### config.mk
export PLATFORM = sky130hd
export DESIGN_NAME = irq_controller
export DESIGN_NICKNAME = d
export VERILOG_FILES = /design/src/rtl/irq_pkg.sv /design/src/rtl/irq_edge_sync.sv /design/src/rtl/irq_controller.sv
export SDC_FILE = /design/constraint.sdc
export NUM_CORES = 1
export LEC_CHECK = 0
export CORE_ASPECT_RATIO = 1.75
export CORE_MARGIN = 2
export CORE_UTILIZATION = 35
export DETAILED_ROUTE_END_ITERATION = 7
export PLACE_DENSITY_LB_ADDON = 0.2
export SYNTH_ARGS = -nofsm -noshare
export SYNTH_HDL_FRONTEND = slang
export SYNTH_SLANG_ARGS = --single-unit
### constraint.sdc
create_clock -name clk -period 3.3 [get_ports clk]
set_input_delay 0.66 -clock clk [delete_from_list [all_inputs] [get_ports clk]]
set_output_delay 0.66 -clock clk [all_outputs]
set_load 0.01 [all_outputs]
### src/rtl/irq_pkg.sv
// -----------------------------------------------------------------------------
// irq_pkg
//   Shared definitions for the interrupt controller:
//     - irq_state_t : handshake FSM states (IDLE, REQ, SERV)
//     - STATUS_*    : bit positions inside the 8-bit status word
//     - VEC_*_DEF   : default vector base / stride (source 0 at the top of
//                     a 10-bit program space, 4 words per handler slot)
// -----------------------------------------------------------------------------
package irq_pkg;

    typedef enum logic [1:0] {
        IDLE = 2'd0,
        REQ  = 2'd1,
        SERV = 2'd2
    } irq_state_t;

    localparam int STATUS_GIE   = 7;
    localparam int STATUS_INSVC = 6;
    localparam int STATUS_REQ   = 5;

    localparam logic [9:0] VEC_BASE_DEF   = 10'h3F0;
    localparam int         VEC_STRIDE_DEF = 4;

endpackage

### src/rtl/irq_edge_sync.sv
// -----------------------------------------------------------------------------
// irq_edge_sync
//   Brings one asynchronous interrupt line into the clk domain through a
//   2-flop synchronizer and flags its rising edge for exactly one cycle.
// Ports
//   clk      in  system clock, rising edge
//   reset    in  asynchronous active-low reset
//   i_async  in  raw interrupt line (asynchronous)
//   o_rise   out one-cycle pulse: synchronized line went 0 -> 1
// -----------------------------------------------------------------------------
module irq_edge_sync (
    input  logic clk,
    input  logic reset,
    input  logic i_async,
    output logic o_rise
);

    logic r_sync1;
    logic r_sync2;
    logic r_sync2_q;

    always_ff @(posedge clk or negedge reset) begin
        if (!reset) begin
            r_sync1   <= 1'b0;
            r_sync2   <= 1'b0;
            r_sync2_q <= 1'b0;
        end else begin
            r_sync1   <= i_async;
            r_sync2   <= r_sync1;
            r_sync2_q <= r_sync2;
        end
    end

    assign o_rise = r_sync2 & ~r_sync2_q;

endmodule

### src/rtl/irq_controller.sv
// -----------------------------------------------------------------------------
// irq_controller
//   Collects up to four edge-triggered interrupt sources, keeps pending, mask
//   and global-enable state, and requests a vectored jump from the CPU control
//   unit with a req/ack handshake. No new request is raised while a handler is
//   running (no nesting); arbitration restarts once the CPU returns.
// Ports
//   clk         in  system clock, rising edge
//   reset       in  asynchronous active-low reset
//   irq_in      in  raw interrupt lines, rising edge = event
//   mask_we     in  strobe: mask <= mask_wdata[N_SRC-1:0], gie <= mask_wdata[7]
//   mask_wdata  in  CPU output-port data
//   pclr_we     in  strobe: pending &= ~pclr_wdata[N_SRC-1:0]
//   pclr_wdata  in  CPU output-port data
//   irq_ack     in  CPU takes the vector this cycle
//   irq_ret     in  CPU returns from interrupt this cycle
//   irq_req     out interrupt request
//   irq_vec     out jump target, valid while irq_req=1 (0 otherwise)
//   in_service  out handler running
//   status      out {gie, in_service, irq_req, 0, pending[3:0]}
// -----------------------------------------------------------------------------
module irq_controller
    import irq_pkg::*;
#(
    parameter int               N_SRC      = 4,
    parameter int               VEC_W      = 10,
    parameter logic [VEC_W-1:0] VEC_BASE   = VEC_W'(VEC_BASE_DEF),
    parameter int               VEC_STRIDE = VEC_STRIDE_DEF
) (
    input  logic             clk,
    input  logic             reset,
    input  logic [N_SRC-1:0] irq_in,
    input  logic             mask_we,
    input  logic [7:0]       mask_wdata,
    input  logic             pclr_we,
    input  logic [7:0]       pclr_wdata,
    input  logic             irq_ack,
    input  logic             irq_ret,
    output logic             irq_req,
    output logic [VEC_W-1:0] irq_vec,
    output logic             in_service,
    output logic [7:0]       status
);

    logic [N_SRC-1:0] r_pending;
    logic [N_SRC-1:0] r_mask;
    logic             r_gie;
    irq_state_t       r_state;
    logic [1:0]       r_idx;
    logic             r_req;
    logic             r_insvc;
    logic [VEC_W-1:0] r_vec;

    logic [N_SRC-1:0] w_rise;
    logic [N_SRC-1:0] w_eligible;
    logic [N_SRC-1:0] w_ack_clr;
    logic [N_SRC-1:0] w_pclr;
    logic [1:0]       w_winner;
    logic             w_any;
    logic             w_take;
    logic [VEC_W-1:0] w_vec_calc;
    logic [3:0]       w_pend4;
    logic             w_unused;

    // Only a subset of the port data bits is meaningful.
    assign w_unused = ^{mask_wdata, pclr_wdata};

    genvar g;
    generate
        for (g = 0; g < N_SRC; g++) begin : g_sync
            irq_edge_sync u_sync (
                .clk     (clk),
                .reset   (reset),
                .i_async (irq_in[g]),
                .o_rise  (w_rise[g])
            );
        end
    endgenerate

    assign w_eligible = r_gie ? (r_pending & r_mask) : '0;
    assign w_any      = |w_eligible;

    // Fixed priority: scanning downward leaves the lowest eligible index.
    always_comb begin
        w_winner = 2'd0;
        for (int i = N_SRC - 1; i >= 0; i--) begin
            if (w_eligible[i]) begin
                w_winner = 2'(i);
            end
        end
    end

    // Wraps modulo 2^VEC_W by truncation to VEC_W bits.
    assign w_vec_calc = VEC_BASE + VEC_W'(VEC_STRIDE) * VEC_W'(w_winner);

    assign w_take    = (r_state == REQ) && irq_ack;
    assign w_ack_clr = w_take ? (N_SRC'(1) << r_idx) : '0;
    assign w_pclr    = pclr_we ? pclr_wdata[N_SRC-1:0] : '0;

    // Pending, mask and global enable. A rise in the same cycle as a clear
    // (ack or pclr) wins, so the new event is never dropped.
    always_ff @(posedge clk or negedge reset) begin
        if (!reset) begin
            r_pending <= '0;
            r_mask    <= '0;
            r_gie     <= 1'b0;
        end else begin
            r_pending <= (r_pending & ~(w_ack_clr | w_pclr)) | w_rise;
            if (mask_we) begin
                r_mask <= mask_wdata[N_SRC-1:0];
                r_gie  <= mask_wdata[7];
            end
        end
    end

    // Handshake FSM with registered outputs. The vector is latched on entry
    // to REQ so it stays stable even if a higher-priority source arrives.
    always_ff @(posedge clk or negedge reset) begin
        if (!reset) begin
            r_state <= IDLE;
            r_idx   <= 2'd0;
            r_req   <= 1'b0;
            r_insvc <= 1'b0;
            r_vec   <= '0;
        end else begin
            case (r_state)
                IDLE: begin
                    if (w_any) begin
                        r_state <= REQ;
                        r_idx   <= w_winner;
                        r_req   <= 1'b1;
                        r_vec   <= w_vec_calc;
                    end
                end
                REQ: begin
                    // Ack beats a same-cycle withdrawal.
                    if (irq_ack) begin
                        r_state <= SERV;
                        r_req   <= 1'b0;
                        r_vec   <= '0;
                        r_insvc <= 1'b1;
                    end else if (!w_eligible[r_idx]) begin
                        r_state <= IDLE;
                        r_req   <= 1'b0;
                        r_vec   <= '0;
                    end
                end
                SERV: begin
                    if (irq_ret) begin
                        r_state <= IDLE;
                        r_insvc <= 1'b0;
                    end
                end
                default: begin
                    r_state <= IDLE;
                    r_req   <= 1'b0;
                    r_insvc <= 1'b0;
                    r_vec   <= '0;
                end
            endcase
        end
    end

    always_comb begin
        w_pend4              = 4'd0;
        w_pend4[N_SRC-1:0]   = r_pending;
    end

    assign irq_req    = r_req;
    assign irq_vec    = r_vec;
    assign in_service = r_insvc;
    assign status     = {r_gie, r_insvc, r_req, 1'b0, w_pend4};

endmodule

==> results.md <==
- Status: finished clean
- Hold Crit Start: g_sync[3].u_sync.r_sync1
- Antenna diodes: 0
- Cells after synthesis: around 100
- Tot GR Track Use: between 10% and 20%
- Grt total ovfl: 0
- Power share of the combinational group: 31.4%
- Crit start category: flip-flop
- Post-route ant nets: 0
- Power Total: ~1.2 mW
- First-pass GRT wire length: 3750 um
- Sequential area share after synthesis: around three fifths
- Area grow syn2layout: 35.5%
- Die Wd: ~49 um
- Power Density: just over 700 mW/mm^2
- Reg power frac: a little over two fifths
- Yosys cell types: 26
- Hold/Removal Path Class: flip-flop to flip-flop
- Period minus WS final: approximately 2.0 ns
- Vias in the first global route: around 850
- I/O pin count: between 40 and 50
- Max-slew violation count: 0
- Critical path's top delay family: buffers and inverters
- P_int: between 0.8 and 0.9 mW
- Peak VDD IR: 0.432 mV
- RSZ-0062 raised after global routing: no
- Worst path slowest cell: clkdlybuf4s50_1
- Final setup vio count: 0
- Vias/cell: roughly 4.6
- Clock Skews: ~0.0023 ns
- Post-route setup slack: roughly 1.3 ns
- Lkg Pwr: roughly 0.73 nW
- Via count: 850
- Seq cells post-synth: 29
- 1st-pass router iterations: 3
- Initial antenna violation count: 0
- FILL cells: between 300 and 400
- Reg2reg end: irq_vec[2]
- Worst Hold End: g_sync[3].u_sync.r_sync2
- RR Startpoint: r_pending[3]
- Row count: 28
- Worst EP arrival: approximately 1.3 ns
- CTS Buf Count: 5
- Maximum clock insertion buffer count: 2
- DRT Wirelength: approximately 2200 um
- F_max: about 500 MHz
- Critical Path RT: around 2.6 ns
- Post-DR wirelength/cell: 12.0 um
- 1st-iter DRT viols: 11
- Critical-path cell list: clkdlybuf4s50_1
- Pre-CTS setup slack: 1.33 ns
- Max-cap check violation count: 0
- H-tree levels: 2
- Synth top area share: between 50% and 60%
- Fin nets: between 150 and 200
- Clk_lat worst skew: 0.27 ns
- Number of cells on the worst reg-to-reg path: 4
- R2r setup slk: between 1.5 and 2 ns
- Clock transition at path regs: ~0.06 ns
- CTS tree: done
- Final Hold Viols: 0
- DR DRC count: 0
- Clock Power Share: 26.5%
- CP Max Fanout: 10
- Worst path max stage delay: between 0.5 and 0.6 ns
- Postcts setup bufs: 0
- Root Driver: clkbuf_8
- Initial Util: 36.3%
- # hold bufs at CTS: 0
- Worst setup path class: flip-flop to primary output
- Post-Syn Area: 0.00122 mm^2
- # port buffers: 35
- Sw Ratio: slightly below 30%
- Synth area leaders: dfrtp_1, buf_4, mux2_2, nand2_1, nand3_1
- Crit path buf inv count: 1
- Placer Congestion: approximately 0.83
- Post-cts sizing count: 0
- Psw: between 0.3 and 0.4 mW
- Layout cells sized above 1: 12.3%
- Area of the multi-input gates: 397 um^2
- Most area-hungry cell type in the Yosys netlist: dfrtp_1
- DPL Wire Length: ~1600 um
- CTS Sinks: 29
- Slew margin rel.: 64.8%
- Yosys warns: 0
- Fin crit share: between 60 and 70%
- Total die area: about 0.0040 mm^2
- Hold path depth: 0
- Synth Area per Inst: approximately 12 um^2
- CP endpoint kind: primary output
- Worst-Margin Slew: 0.527 ns
- FF+latch area: between 700 and 800 um^2
- Chip height: between 80 and 90 um
- Largest net degree at the start of global routing: 30
- Core box area: 0.00336 mm^2
- Final total negative setup slack: 0 ns
## worst max-delay path by stage
stage	startpoint	end	slack (ns)	cells past startpoint
detailed placement	irq_ack	r_pending[1]	1.33	5
CTS	irq_vec[8]	irq_vec[8]	1.28	1
global route	irq_vec[8]	irq_vec[5]	1.22	1
finish	irq_vec[8]	irq_vec[8]	1.31	1
floorplan	r_pending[3]	irq_vec[8]	1.81	4
global placement	irq_ack	r_pending[1]	1.31	5
## layer usage
layer  wire length, um  up-vias  track usage [%]  share of wire, %
met5                 0        -                0                 0
met4                68        0             8.57               3.1
met3               148        8             5.40               6.8
met2              1120       34             21.9                51
met1               850      401             12.9                39
li1                  -      407                -                 -
## through the flow
step | hold WS (ns) | cell area, um^2 | utilization (%) | instances
5_1_grt | 0.358 | 1650 | 49.1 | 183
3_3_place_gp | 0.334 | 1550 | 46.1 | 175
3_5_place_dp | 0.337 | 1550 | 46.1 | 175
6_report | 0.348 | 1650 | 49.1 | 183
2_1_floorplan | 0.331 | 1230 | - | 106
4_1_cts | 0.352 | 1650 | 49.1 | 183
## area by class of cell
class | count | share of cell area (%)
Sequential cell | 29 | 43.9
Multi-Input combinational cell | 61 | 24.0
Timing Repair Buffer | 36 | 21.7
Clock buffer | 7 | 5.83
Tap cell | 45 | 3.41
Inverter | 4 | 0.908
Clock inverter | 1 | 0.303
## sequential cells by signal (all words and copies together) (netlist names)
register,count
r_state,2
r_pending,4
irq_vec,3
g_sync.u_sync.r_sync1,4
r_idx,2
r_mask,4
in_service,1
g_sync.u_sync.r_sync2,4
g_sync.u_sync.r_sync2_q,4
r_gie,1
## cells in the mapped netlist
library cell	number
dfrtp_1	29
nand2_1	15
buf_4	12
nand3_1	6
a21oi_1	5
mux2_2	5
o21ai_0	5
inv_1	4
nor2b_1	3
a21o_1	2
a221o_1	2
nor3b_1	2
a21o_2	1
a22o_1	1
a22oi_1	1
and2_1	1
and3b_1	1
conb_1	1
mux4_2	1
nand2b_1	1
nand3b_1	1
nor2_1	1
nor4b_4	1
o211ai_1	1
o22ai_1	1
or2_1	1
## layout by cell type, fill, tap and decap left out, drive strengths merged, types with 2 or more instances in the layout
cell type	synthesis	final
mux2	5	5
clkbuf	0	7
o21ai	5	5
nand3	6	6
nor2b	3	3
a21o	3	3
conb	1	3
a21oi	5	5
a221o	2	2
clkdlybuf4s50	0	35
nand2	15	15
inv	4	4
dfrtp	29	29
nor3b	2	2
## cells by family (layout without fill, tap and decap cells)
group	after synthesis	count (layout)	share of synthesized area, %
buf+inv	16	48	8.62
other cells	1	3	0.307
flops	29	29	59.5
simple gates	33	33	15.0
mux	6	6	6.46
compound gates	19	19	10.2
## power groups by stage
stage	sequential (mW)	combinational [mW]	clock [mW]
3_3_place_gp	0.501	0.369	0
4_1_cts	0.499	0.378	0.327
6_report	0.497	0.371	0.313
3_5_place_dp	0.505	0.375	0
2_1_floorplan	0.501	0.226	0
5_1_grt	0.512	0.403	0.346
Note: power is estimated with default switching activity, not from simulation.
